`src/rtl/cache_mem_arbiter.sv`:
```
// Arbitrates icache/dcache line requests onto one burst memory port:
// writebacks are serialised into BEATS beats, reads are reassembled into a line.
module cache_mem_arbiter #(
    parameter int BEATS  = 4,
    parameter int BEAT_W = 64,
    parameter int LINE_W = 256
) (
    input  logic              clk,
    input  logic              reset,
    input  logic              i_read,
    input  logic [31:0]       i_addr,
    output logic [LINE_W-1:0] i_rdata,
    output logic              i_resp,
    input  logic              d_read,
    input  logic              d_write,
    input  logic [31:0]       d_addr,
    input  logic [LINE_W-1:0] d_wdata,
    output logic [LINE_W-1:0] d_rdata,
    output logic              d_resp,
    output logic              mem_read,
    output logic              mem_write,
    output logic [31:0]       mem_addr,
    output logic [BEAT_W-1:0] mem_wdata,
    input  logic [BEAT_W-1:0] mem_rdata,
    input  logic              mem_resp
);
    localparam int            CW        = (BEATS > 1) ? $clog2(BEATS) : 1;
    localparam logic [CW-1:0] LAST_BEAT = CW'(BEATS - 1);

    typedef enum logic [2:0] {IDLE, I_RD, D_RD, D_WR, DONE} state_t;

    state_t                       state;
    logic [CW-1:0]                cnt;
    logic                         last;
    logic [BEATS-1:0][BEAT_W-1:0] line_buf;
    logic [BEATS-1:0][BEAT_W-1:0] wr_beats;
    logic                         d_req;
    logic                         grant_d;
    logic                         grant_i;
    logic                         unused_addr_bits;

    assign wr_beats         = d_wdata;
    assign unused_addr_bits = ^{i_addr[4:0], d_addr[4:0]};

    // On contention the side that did not win the previous contention goes first.
    assign d_req   = d_read | d_write;
    assign grant_d = d_req & (~i_read | ~last);
    assign grant_i = i_read & ~grant_d;

    assign mem_wdata = (state == D_WR) ? wr_beats[cnt] : '0;
    assign i_rdata   = line_buf;
    assign d_rdata   = line_buf;

    always_ff @(posedge clk) begin
        if (reset) begin
            state     <= IDLE;
            cnt       <= '0;
            line_buf  <= '0;
            last      <= 1'b0;
            mem_read  <= 1'b0;
            mem_write <= 1'b0;
            mem_addr  <= '0;
            i_resp    <= 1'b0;
            d_resp    <= 1'b0;
        end else begin
            case (state)
                IDLE: begin
                    cnt <= '0;
                    if (grant_d) begin
                        mem_addr <= {d_addr[31:5], 5'b0};
                        if (i_read) last <= 1'b1;
                        if (d_write) begin
                            state     <= D_WR;
                            mem_write <= 1'b1;
                        end else begin
                            state    <= D_RD;
                            mem_read <= 1'b1;
                        end
                    end else if (grant_i) begin
                        mem_addr <= {i_addr[31:5], 5'b0};
                        if (d_req) last <= 1'b0;
                        state    <= I_RD;
                        mem_read <= 1'b1;
                    end
                end
                I_RD, D_RD, D_WR: begin
                    if (mem_resp) begin
                        if (state != D_WR) line_buf[cnt] <= mem_rdata;
                        cnt <= cnt + 1'b1;
                        if (cnt == LAST_BEAT) begin
                            state     <= DONE;
                            mem_read  <= 1'b0;
                            mem_write <= 1'b0;
                            i_resp    <= (state == I_RD);
                            d_resp    <= (state != I_RD);
                        end
                    end
                end
                DONE: begin
                    state  <= IDLE;
                    i_resp <= 1'b0;
                    d_resp <= 1'b0;
                end
                default: state <= IDLE;
            endcase
        end
    end
endmodule
```
`config.mk`:
```
export PLATFORM = sky130hd
export DESIGN_NAME = cache_mem_arbiter
export DESIGN_NICKNAME = d
export VERILOG_FILES = /design/src/rtl/cache_mem_arbiter.sv
export SDC_FILE = /design/constraint.sdc
export NUM_CORES = 1
export LEC_CHECK = 0
export ABC_CLOCK_PERIOD_IN_PS = 1900
export BUFFER_PORTS_ARGS = -buffer_cell sky130_fd_sc_hd__buf_2
export CORE_AREA = 2 2 389 391
export DETAILED_ROUTE_END_ITERATION = 8
export DIE_AREA = 0 0 391 393
export PLACE_DENSITY_LB_ADDON = 0.3
export SLEW_MARGIN = 20
export SYNTH_ARGS = -nofsm -noshare
export SYNTH_HDL_FRONTEND = slang
export SYNTH_SLANG_ARGS = --single-unit
```
`constraint.sdc`:
```
create_clock -name clk -period 1.9 [get_ports clk]
set_input_delay 0.095 -clock clk [delete_from_list [all_inputs] [get_ports clk]]
set_output_delay 0.095 -clock clk [all_outputs]
set_load 0.05 [all_outputs]
```
After elaboration in Yosys (flattened, before gate mapping)
Index checks and enable logic that the tools add are counted.
Word-level totals
  input bits: 390
  bits in registers: 298
  logic and storage cells: 86
  output and inout port bits: 612
Cells by class
  bitwise logic cells: 7
  add/sub/neg operators: 1
  $lt $le $gt $ge: 2
  reduce and logical (&&, ||, !) cells: 15
  equality and inequality tests: 14
  mux-type cells: 35
Operator list (count)
  256-bit bitwise mux: 1
  64-bit two-way mux: 3
  64-bit binary-select mux with 2-bit select: 1
  64-bit demux with 2-bit select: 1
  32-bit two-way mux: 2
  1-bit two-way mux: 16
  3-bit two-way mux: 4
  2-bit != test, second input constant: 5
  5-bit AND reduction: 2
  3-bit AND reduction: 3
  1-bit one-hot mux with 2 select lines: 4
  2-bit nonzero test: 4
  3-bit by 2-bit equality test with 1-bit output, second input constant: 2
  3-bit != test, second input constant: 2
  3-bit one-hot mux with 2 select lines: 1
  2-bit one-hot mux with 2 select lines: 1
  2-bit AND reduction: 2
  4-bit AND reduction: 1
  3-bit by 1-bit equality test with 1-bit output, second input constant: 1
  3-bit equality test, second input constant: 1
  3-bit zero test: 1
  2-bit by 3-bit less-than comparator with 1-bit output, second input constant: 1
  3-bit by 1-bit != test with 1-bit output, second input constant: 1
  3-bit by 2-bit != test with 1-bit output, second input constant: 1
  other kinds (9): 13

Depth between registers and ports, before layout
Gate-level depths: netlist of the first run.
  depth after elaboration: 8
  mapped depth: 9
  depth with buffers taken out: 5

Least setup slack after synthesis of the first run
OpenSTA, ideal clock, no wires.
  kind: register -> register
  start: register cnt[1]
  end: register line_buf (netlist bit d_rdata[0])
  setup slack: -62 ps
  period minus slack after synthesis: 1962 ps
  buffers on the path: 3
  cell stages (with the launch flop): 9
  required time: 1829 ps
  arrival: 1891 ps
  library setup time: 71 ps
  cell sequence: dfxtp_1 -> buf_2 -> buf_1 -> inv_1 -> ha_1 -> nand3_1 -> clkbuf_1 -> nand2_1 -> a21oi_1
Between the ends
  longest elaborated chain between the ends: 5
  elaborated cells between the ends (all ways): 6
  classes of those cells: order compare: 2; mux: 3; reduce/logical: 1
Ends and longest elaborated chain
  start, declared: RTL line 33  | logic [CW-1:0] cnt;
  start signal, assigned: RTL line 89  | cnt <= cnt + 1'b1;
  2-bit by 3-bit less-than comparator with 1-bit output (not written as such) / 2-bit by 1-bit >= comparator with 1-bit output (equally long branches): RTL line 88  | if (state != D_WR) line_buf[cnt] <= mem_rdata;
  1-bit logical AND (not written as such): RTL line 88
  64-bit two-way mux (not written as such): RTL line 88
  64-bit demux with 2-bit select (*): RTL line 88
  256-bit bitwise mux (*): RTL line 88
  end signal, assigned by index: RTL line 88
  end, declared: RTL line 35  | logic [BEATS-1:0][BEAT_W-1:0] line_buf;
Every way passes the cells marked *; elsewhere a longest branch is shown, timed or not.
A chain may end at the register's enable or synchronous reset.

Worst setup path after layout of the first run
  start: register cnt[0]
  end: output port mem_wdata[44]
Between the ends
  longest elaborated chain between the ends: 3
Ends and longest elaborated chain
  64-bit binary-select mux with 2-bit select: RTL line 50  | assign mem_wdata = (state == D_WR) ? wr_beats[cnt] : '0;
  64-bit two-way mux (not written as such): RTL line 50
  64-bit two-way mux: RTL line 50
  end, declared: RTL line 23  | output logic [BEAT_W-1:0] mem_wdata,
Every way passes these cells. The select of a mux whose other input is x is not followed.

==> flow_summary_export.csv, run 1 <==
group,metric,value,unit
sta,slew_viol_final,0,
hold_path,hold_class,"primary input to register",
logic_synthesis,synth-edff-count,0,
finish,area_delta_synth_final,66.7,%
pwr,p_leak,0.0106,uW
floorplan,fp.dieW,391,um
sta,post-route-period-util,1.21,
finish,multi_input_area,6400,um2
detailed_routing,num_vias,15900,
floorplan,die-area,154000,um2
sta,rsz0062_at_grt,"true",
clock_tree,clk-insertion-delay-late,0.57,ns
floorplan,core,149000,um2
clock_tree,h-tree-depth,2,
logic_synthesis,synth.cell_area,14500,um2
worst_setup_path,r2r-end,"d_rdata[186]$_SDFFE_PP0P_",
worst_setup_path,slowest_delay,0.55,ns
finish,drive_above_1_share,0.487,
logic_synthesis,synth_top_cell_area_share,0.404,
worst_setup_path,cp.arrival,2.20,ns
finish,fin_nets,2980,
floorplan,die_h,393,um
sta,fin_skew,0.0199,ns
sta,holdWs,0.127,ns
logic_synthesis,synth_warnings,0,
clock_tree,clockBufferDepth,3,
logic_synthesis,synth_seq_cells,293,
floorplan,std_cell_rows,142,
sta,timing.final.ws_setup,-0.392,ns
worst_setup_path,cp-start-kind,"register",
worst_setup_path,crit_fanout,7,
worst_setup_path,crit_family,"multiplexers",
worst_setup_path,cpMostUsedCell,"buf_12",
logic_synthesis,synth.distinct_cells,36,
worst_setup_path,cp_slowest_cell,"mux4_2",
logic_synthesis,synthArstFlopShare,0,
sta,worstMarginPinSlew,0.699,ns
worst_setup_path,r2r_setup_slack,0.10,ns
place,gp_congestion,0.846,
global_route,grt_antenna_before_repair,91,
worst_setup_path,endpoint_kind,"output port",
worst_setup_path,reg2reg_from,"cnt[0]$_SDFFE_PP0P_",
worst_setup_path,cp.required,1.80,ns
detailed_routing,drc,0,
worst_setup_path,cp-startpoint,"cnt[0]$_SDFFE_PP0P_",
hold_path,hold_path_startpoint,"d_read",
detailed_routing,via_per_inst,3.47,
flow_run,cap_violations,0,
sta,fmax,436,MHz
floorplan,ioPinCount,1002,
worst_setup_path,endpoint,"mem_wdata[44]",
logic_synthesis,yosysSeqAreaShare,0.404,
detailed_routing,dr.first_iter.drc_count,967,
sta,setup_viol,64,
worst_setup_path,worstSetupPathType,"register to output port",
worst_setup_path,critPathBufInv,3,
logic_synthesis,avgSynthCellArea,8.32,um2
sta,relSlewSlack,0.534,
detailed_routing,wire_per_inst,25.0,um
place,portBuffers,986,
sta,timing.final.crit_period,2.29,ns
detailed_routing,antenna_left,0,
global_route,overflow,0,
place,hpwl,95100,um
detailed_routing,drt-total-wl,114000,um
pwr,vdd_drop_max,0.434,mV
worst_setup_path,cp_num_cells,5,
worst_setup_path,crit_path_cell_trace,"buf_12, buf_16, mux4_2, and3_4, buf_12",
logic_synthesis,synth.area.top_cells,"dfxtp_1, nand2_1, buf_4",
clock_tree,cts_tree,"done",
floorplan,initial_utilization,0.0973,
logic_synthesis,synth_flop_cell,"dfxtp_1",
sta,finalHoldViolCount,0,
clock_tree,root_buffer,"clkbuf_16",
clock_tree,cts.sinks,293,
sta,setup_tns,-21.11,ns
global_route,grt_pass1_wl,142000,um
detailed_routing,drt-pass1-iter-count,7,
finish,nFillCells,17000,
logic_synthesis,synth_top_area_cell,"dfxtp_1",
outcome,violations,"setup timing",
finish,seq_area,5880,um2
outcome,status,"complete, but fails checks",
global_route,first_global_vias,14800,
clock_tree,numCtsBuffers,38,
logic_synthesis,syn_inst,1747,
global_route,grt_max_degree,67,
clock_tree,path_clk_slew,0.06,ns
worst_setup_path,rr_worst_depth,10,
pwr,power_density,818,nW/um2
global_route,grt_usage,0.138,
## state kept, by name, indices dropped and copies added (netlist names)
name,flops
d_resp,1
mem_addr,27
cnt,2
i_resp,1
last,1
d_rdata,256
mem_read,1
mem_write,1
state,3
## worst min path at each step
stage / cells after the start / to
3_3_place_gp: 3 / mem_addr[31]$_SDFFE_PP0P_
5_1_grt: 5 / state[0]$_SDFFE_PP0P_
4_1_cts: 5 / mem_read$_SDFFE_PP0P_
2_1_floorplan: 2 / d_rdata[38]$_SDFFE_PP0P_
6_report: 5 / mem_read$_SDFFE_PP0P_
3_5_place_dp: 3 / mem_addr[31]$_SDFFE_PP0P_
## through the flow
| step | setup slack, ns | utilization | total power (uW) | std cells | area (um2) |
|---|---|---|---|---|---|
| after detailed placement | 0.0215 | 0.140 | 11900 | 4350 | 20900 |
| after global placement | 0.0372 | 0.140 | 11900 | 4350 | 20900 |
| after CTS | -0.463 | 0.161 | 20100 | 4545 | 24000 |
| after global routing | -0.474 | 0.162 | 20700 | 4569 | 24200 |
| final | -0.392 | 0.162 | 19800 | 4572 | 24200 |
| after floorplan | -0.0204 | - | 9880 | 1751 | 14500 |
## layout by cell type, fill, tap and decap left out, drive strengths merged, types with 2 or more instances in the layout
master | synthesis | routed
a21oi | 262 | 262
a311oi | 28 | 28
a32oi | 2 | 2
and3 | 69 | 70
buf | 309 | 1059
bufinv | 0 | 3
clkbuf | 81 | 55
clkinv | 0 | 5
conb | 1 | 5
dfxtp | 293 | 293
diode | 0 | 17
dlygate4sd3 | 0 | 122
ha | 4 | 4
inv | 4 | 9
mux4 | 64 | 64
nand2 | 569 | 569
nand3 | 6 | 6
nor2 | 35 | 35
nor3 | 3 | 3
xor2 | 2 | 2
## synthesized netlist by cell type, drive strengths merged, types with 2 or more instances
master,instances
xor2,2
and3,69
a21oi,262
nand2,569
nand3,6
buf,309
mux4,64
nor3,3
nor2,35
inv,4
clkbuf,81
ha,4
a32oi,2
dfxtp,293
a311oi,28
## what timing repair did
item | in CTS | in global routing
setup endpoints to repair | 64 | 158
hold buffers | 122 | 0
setup buffers | 5 | 7
gates resized for setup | 106 | 15
hold endpoints to repair | 290 | 0
gates cloned | 3 | 4
pin swaps | 17 | 9
## worst register-to-register path, delay by kind of cell (launching register included)
family | cells | cell delay (ns)
buffers and inverters | 6 | 0.84
AND/OR/NAND/NOR | 2 | 0.23
adder cells (fa/ha/maj) | 1 | 0.18
AO/OA/AOI/OAI | 1 | 0.14
flip-flops | 1 | 0.37
## final cells by class
| type | count | area share |
|---|---|---|
| Antenna cell | 17 | 0.00176 |
| Clock buffer | 52 | 0.0457 |
| Clock inverter | 13 | 0.00698 |
| Inverter | 4 | 0.000724 |
| Multi-Input combinational cell | 1065 | 0.264 |
| Sequential cell | 293 | 0.243 |
| Tap cell | 1944 | 0.100 |
| Timing Repair Buffer | 1184 | 0.337 |
## power by group
group	internal [uW]	switching (uW)	total (uW)
logic	1850	3730	5580
registers	6420	218	6640
clock network	4500	3090	7600
## metal layers
metal | share of wire | track usage
met3 | 0.076 | 0.0396
met5 | 0.0024 | 0
met2 | 0.52 | 0.250
met1 | 0.36 | 0.151
met4 | 0.042 | 0.0576
## cells by family after synthesis
group / synth area share
AOI/OAI and AO/OA: 0.113
xor gates and xnor gates: 0.00172
adders and majority gates: 0.00345
buffers and inverters: 0.186
DFF: 0.404
muxes: 0.0999
other: 0.000258
and+or+nand+nor: 0.192
Note: power is estimated with default switching activity, not from simulation.
==> run 2, diff against run 1 <==
--- a/config.mk
+++ b/config.mk
@@ -6,11 +6,10 @@
 export NUM_CORES = 1
 export LEC_CHECK = 0
 export ABC_CLOCK_PERIOD_IN_PS = 1900
-export BUFFER_PORTS_ARGS = -buffer_cell sky130_fd_sc_hd__buf_2
+export BUFFER_PORTS_ARGS = -buffer_cell sky130_fd_sc_hd__buf_4
 export CORE_AREA = 2 2 389 391
 export DETAILED_ROUTE_END_ITERATION = 8
 export DIE_AREA = 0 0 391 393
-export PLACE_DENSITY_LB_ADDON = 0.3
 export SLEW_MARGIN = 20
 export SYNTH_ARGS = -nofsm -noshare
 export SYNTH_HDL_FRONTEND = slang
==> flow_summary_export.csv, run 2 (synthesis results as in run 1) <==
group,metric,value,unit
worst_setup_path,cp-start-kind,"register",
floorplan,die-area,154000,um2
worst_setup_path,r2r_setup_slack,-0.10,ns
finish,layout.cells.non_filler,4608,
floorplan,die_h,393,um
sta,worstMarginPinSlew,0.676,ns
sta,relSlewSlack,0.550,
floorplan,std_cell_rows,142,
global_route,grt_pass1_wl,153000,um
clock_tree,path_clk_slew,0.06,ns
worst_setup_path,worstSetupPathType,"register to output port",
detailed_routing,num_vias,16600,
detailed_routing,via_per_inst,3.59,
place,postPlaceCellArea,22600,um2
flow_run,cap_violations,0,
floorplan,fp.dieW,391,um
clock_tree,numCtsBuffers,41,
floorplan,core,149000,um2
pwr,power_density,790,nW/um2
worst_setup_path,cp.required,1.80,ns
outcome,status,"complete, but fails checks",
hold_path,hold_class,"primary input to register",
sta,setup_viol,113,
hold_path,hold_path_startpoint,"d_read",
detailed_routing,drt-pass1-iter-count,5,
worst_setup_path,cp.arrival,2.30,ns
worst_setup_path,cp-startpoint,"cnt[0]$_SDFFE_PP0P_",
sta,post-route-period-util,1.26,
worst_setup_path,crit_path_cell_trace,"buf_12, buf_6, mux4_2, and3_4, buf_4",
global_route,overflow,0,
clock_tree,cts_tree,"done",
clock_tree,clk-insertion-delay-late,0.63,ns
global_route,first_global_vias,15700,
sta,rsz0062_at_grt,"true",
clock_tree,cts.sinks,293,
worst_setup_path,endpoint_kind,"output port",
clock_tree,clockBufferDepth,3,
detailed_routing,dr.first_iter.drc_count,1055,
pwr,vdd_drop_max,0.614,mV
finish,layout_common_cells,"buf_4, nand2_1, dfxtp_1",
finish,largest_reg_flops,256,
finish,fin_nets,3015,
clock_tree,h-tree-depth,2,
finish,area_delta_synth_final,85.6,%
worst_setup_path,reg2reg_from,"cnt[0]$_SDFFE_PP0P_",
worst_setup_path,crit_fanout,9,
place,hpwl,102000,um
worst_setup_path,critPathBufInv,3,
detailed_routing,drt-total-wl,130000,um
detailed_routing,antenna_left,0,
sta,timing.final.ws_setup,-0.493,ns
sta,fin_skew,0.0433,ns
finish,nFillCells,16600,
finish,final_util,0.181,
sta,fmax,418,MHz
global_route,grt_max_degree,75,
detailed_routing,drc,0,
sta,holdWs,0.0550,ns
worst_setup_path,cp_slowest_cell,"mux4_2",
floorplan,initial_utilization,0.0973,
sta,slew_viol_final,0,
finish,final_cell_area,27000,um2
finish,drive_above_1_share,0.504,
clock_tree,root_buffer,"clkbuf_16",
pwr,p_leak,0.0112,uW
sta,timing.final.crit_period,2.39,ns
outcome,violations,"setup timing",
detailed_routing,wire_per_inst,28.3,um
place,gp_congestion,0.941,
sta,finalHoldViolCount,0,
place,dp_slack,-0.0309,ns
global_route,grt_antenna_before_repair,29,
floorplan,ioPinCount,1002,
finish,final_common_cell,"buf_4",
worst_setup_path,slowest_delay,0.54,ns
place,portBuffers,986,
global_route,grt_usage,0.150,
worst_setup_path,crit_family,"multiplexers",
place,dp.cells,4352,
## run 2: cell types whose count changed in the layout (fill, tap and decap cells not counted), moves of 28 or more
| cell | before | now |
|---|---|---|
| buf_2 | 921 | 0 |
| a21oi_2 | 3 | 37 |
| and3_1 | 6 | 38 |
| a21oi_1 | 259 | 225 |
| buf_12 | 86 | 58 |
| buf_4 | 31 | 981 |
| and3_4 | 63 | 31 |
## run 2: cell type report
class / instances / area, um2 / share of cell area
Timing Repair Buffer: 1217 / 10700 / 0.399
Multi-Input combinational cell: 1064 / 6440 / 0.239
Sequential cell: 293 / 5880 / 0.218
Tap cell: 1944 / 2430 / 0.0902
Clock buffer: 51 / 1100 / 0.0409
Clock inverter: 22 / 308 / 0.0114
Antenna cell: 13 / 32.5 / 0.00121
Inverter: 4 / 17.5 / 0.000650
## run 2: layer usage
layer	routed length [um]	track usage	vias to the layer above
met1	50100	0.170	8091
li1	-	-	7352
met4	4620	0.0456	10
met3	16300	0.0799	168
met2	59100	0.243	933
met5	92	0	-
## run 2: worst paths after layout
path | to | cells past startpoint
worst min register to register | d_rdata[227]$_SDFFE_PP0P_ | 2
worst max register to register | d_rdata[95]$_SDFFE_PP0P_ | 10
worst min-delay path | state[0]$_SDFFE_PP0P_ | 5
worst max-delay path | mem_wdata[14] | 5
## run 2: stage by stage
step                TNS (ns)  total power, uW
floorplan              -1.01             9880
global placement     -0.0403            12500
detailed placement   -0.0722            12500
CTS                   -32.30            21200
global route          -37.75            22100
finish                -30.84            21300
## run 2: power breakdown
| part | switching, uW | internal [uW] |
|---|---|---|
| clock network | 3530 | 4640 |
| logic | 4100 | 2360 |
| registers | 249 | 6420 |
## run 2: what timing repair did
action                                 4_1_cts  5_1_grt
buffers inserted                             3       22
gates cloned                                 0       23
resized for setup                           86      127
endpoints found under the hold margin      293        0
hold buffers                               122        0
pin swaps                                    7       14
setup endpoints to repair                   66      232
## run 2: worst register-to-register path, stage by stage, from the launching register on
cell and delay [ns]:
dfxtp_4 0.35, buf_4 0.12, buf_16 0.16, buf_8 0.13, buf_6 0.11, ha_4 0.14, and3_4 0.33, buf_12 0.17
clkbuf_16 0.21, nand2_2 0.08, a21oi_2 0.12
==> run 3, diff against run 2 <==
--- a/config.mk
+++ b/config.mk
@@ -6,7 +6,7 @@
 export NUM_CORES = 1
 export LEC_CHECK = 0
 export ABC_CLOCK_PERIOD_IN_PS = 1900
-export BUFFER_PORTS_ARGS = -buffer_cell sky130_fd_sc_hd__buf_4
+export BUFFER_PORTS_ARGS = -buffer_cell sky130_fd_sc_hd__buf_2
 export CORE_AREA = 2 2 389 391
 export DETAILED_ROUTE_END_ITERATION = 8
 export DIE_AREA = 0 0 391 393
==> flow_summary_export.csv, run 3 (synthesis results as in run 1) <==
group,metric,value,unit
detailed_routing,drt-pass1-iter-count,5,
sta,post-route-period-util,1.28,
floorplan,initial_utilization,0.0973,
detailed_routing,dr.first_iter.drc_count,1059,
pwr,swShare,0.372,
global_route,grt_usage,0.156,
sta,setup_viol,64,
worst_setup_path,endpoint_kind,"output port",
place,dp_slack,-0.0432,ns
global_route,first_global_vias,15900,
outcome,violations,"setup timing",
hold_path,hold_depth,5,
clock_tree,cts.sinks,293,
worst_setup_path,slowest_delay,0.51,ns
worst_setup_path,cp-start-kind,"register",
sta,relSlewSlack,0.535,
pwr,power_frac_seq,0.312,
detailed_routing,drt-total-wl,125000,um
detailed_routing,drc,0,
sta,slew_viol_final,0,
pwr,p_sw,7900,uW
finish,layout_common_cells,"buf_2, nand2_1, dfxtp_1",
detailed_routing,num_vias,16400,
sta,fmax,411,MHz
finish,final_common_cell,"buf_2",
worst_setup_path,r2r-end,"d_rdata[200]$_SDFFE_PP0P_",
pwr,internal-power,13300,uW
clock_tree,root_buffer,"clkbuf_16",
finish,area_delta_synth_final,65.1,%
hold_path,hold_class,"primary input to register",
clock_tree,clk-insertion-delay-late,0.63,ns
sta,timing.final.crit_period,2.44,ns
pwr,power_density,885,nW/um2
worst_setup_path,r2r_setup_slack,0.16,ns
floorplan,fp.dieW,391,um
global_route,grt_pass1_wl,158000,um
floorplan,std_cell_rows,142,
pwr,clock_power_share,0.416,
place,gp_congestion,1.21,
clock_tree,h-tree-depth,2,
worst_setup_path,reg2reg_from,"cnt[0]$_SDFFE_PP0P_",
worst_setup_path,cp.arrival,2.34,ns
clock_tree,cts_tree,"done",
floorplan,core,149000,um2
global_route,grt_antenna_before_repair,29,
pwr,vdd_drop_max,0.608,mV
floorplan,die_h,393,um
sta,fin_skew,0.0232,ns
finish,fin_nets,2982,
worst_setup_path,crit_path_cell_trace,"buf_12, buf_16, buf_8, mux4_2, and3_4, buf_6",
place,hpwl,104000,um
global_route,overflow,0,
detailed_routing,antenna_left,0,
pwr,p_comb_frac,0.272,
floorplan,die-area,154000,um2
sta,worstMarginPinSlew,0.703,ns
hold_path,hold_end,"state[0]$_SDFFE_PP0P_",
worst_setup_path,critPathBufInv,4,
flow_run,cap_violations,0,
clock_tree,numCtsBuffers,41,
finish,drive_above_1_share,0.487,
worst_setup_path,rr_worst_depth,7,
hold_path,hold_path_startpoint,"d_read",
worst_setup_path,cp.required,1.80,ns
finish,largest_reg_flops,256,
global_route,grt_max_degree,77,
worst_setup_path,crit_fanout,5,
sta,timing.final.ws_setup,-0.535,ns
detailed_routing,via_per_inst,3.59,
outcome,status,"complete, but fails checks",
worst_setup_path,crit_family,"buffers and inverters",
floorplan,ioPinCount,1002,
sta,rsz0062_at_grt,"true",
clock_tree,path_clk_slew,0.07,ns
detailed_routing,wire_per_inst,27.3,um
worst_setup_path,worstSetupPathType,"register to output port",
pwr,p_leak,0.0106,uW
sta,finalHoldViolCount,0,
clock_tree,clockBufferDepth,3,
worst_setup_path,cp_slowest_cell,"mux4_2",
sta,setup_tns,-29.12,ns
place,portBuffers,986,
## run 3: cell types whose count changed in the layout (fill, tap and decap cells not counted), sizes merged
cell,change
clkinvlp,-2
buf,-16
bufinv,+4
diode,+6
clkbuf,-19
inv,+1
## run 3: stage by stage
stage | hold WS (ns) | instance area [um2] | utilization | std cells | total power (uW)
2_1_floorplan | 0.231 | 14500 | - | 1751 | 9880
3_3_place_gp | 0.367 | 20100 | 0.135 | 4360 | 12000
6_report | 0.0633 | 24000 | 0.161 | 4582 | 21200
5_1_grt | 0.0739 | 24000 | 0.161 | 4574 | 22100
4_1_cts | 0.0149 | 23900 | 0.160 | 4564 | 21700
3_5_place_dp | 0.367 | 20100 | 0.135 | 4360 | 12100
## run 3: worst max-delay path by stage
stage | start | to | slack, ns | cells past startpoint
floorplan | cnt[0]$_SDFFE_PP0P_ | d_rdata[0]$_SDFFE_PP0P_ | -0.02 | 8
global placement | cnt[0]$_SDFFE_PP0P_ | mem_wdata[9] | -0.04 | 5
detailed placement | cnt[0]$_SDFFE_PP0P_ | mem_wdata[9] | -0.04 | 5
CTS | cnt[0]$_SDFFE_PP0P_ | mem_wdata[11] | -0.62 | 6
global route | cnt[0]$_SDFFE_PP0P_ | mem_wdata[3] | -0.62 | 6
finish | cnt[0]$_SDFFE_PP0P_ | mem_wdata[3] | -0.54 | 6
## run 3: cell type report
class | instances | area [um2]
repair buffers | 1184 | 7730
clock inverters | 25 | 413
well taps | 1944 | 2430
inverters | 4 | 15.0
diodes | 19 | 47.5
fillers | 16900 | 125000
clock buffers | 49 | 1100
flip-flops and latches | 293 | 5870
multi-input cells | 1064 | 6370
## run 3: repair_timing
item                                   4_1_cts  5_1_grt
buffers inserted                             5        0
endpoints found under the hold margin      293        0
resized for setup                          246        8
hold buffers                               122        0
setup endpoints to repair                   64       65
cloned                                       3        0
## run 3: worst register-to-register path, cell delays in order (launching register included)
cell     delay, ns
dfxtp_4       0.37
buf_4         0.15
ha_1          0.23
buf_4         0.15
nand3_4       0.06
buf_12        0.35
nand2_1       0.19
a21oi_1       0.16
## run 3: per-layer routing
metal  GRT usage  vias to the layer above  part of all wire
met2       0.242                     1024              0.44
li1            -                     7316                 -
met1       0.180                     7904              0.38
met3      0.0824                      189              0.13
met5           0                        -           0.00041
met4      0.0603                        8             0.044
## run 3: power groups by stage
stage / clock (uW) / combinational (uW) / sequential, uW
after floorplan: 0 / 2280 / 7600
after global placement: 0 / 5280 / 6750
after detailed placement: 0 / 5280 / 6770
after CTS: 9190 / 5860 / 6640
after global routing: 9380 / 6060 / 6670
final: 8820 / 5770 / 6630
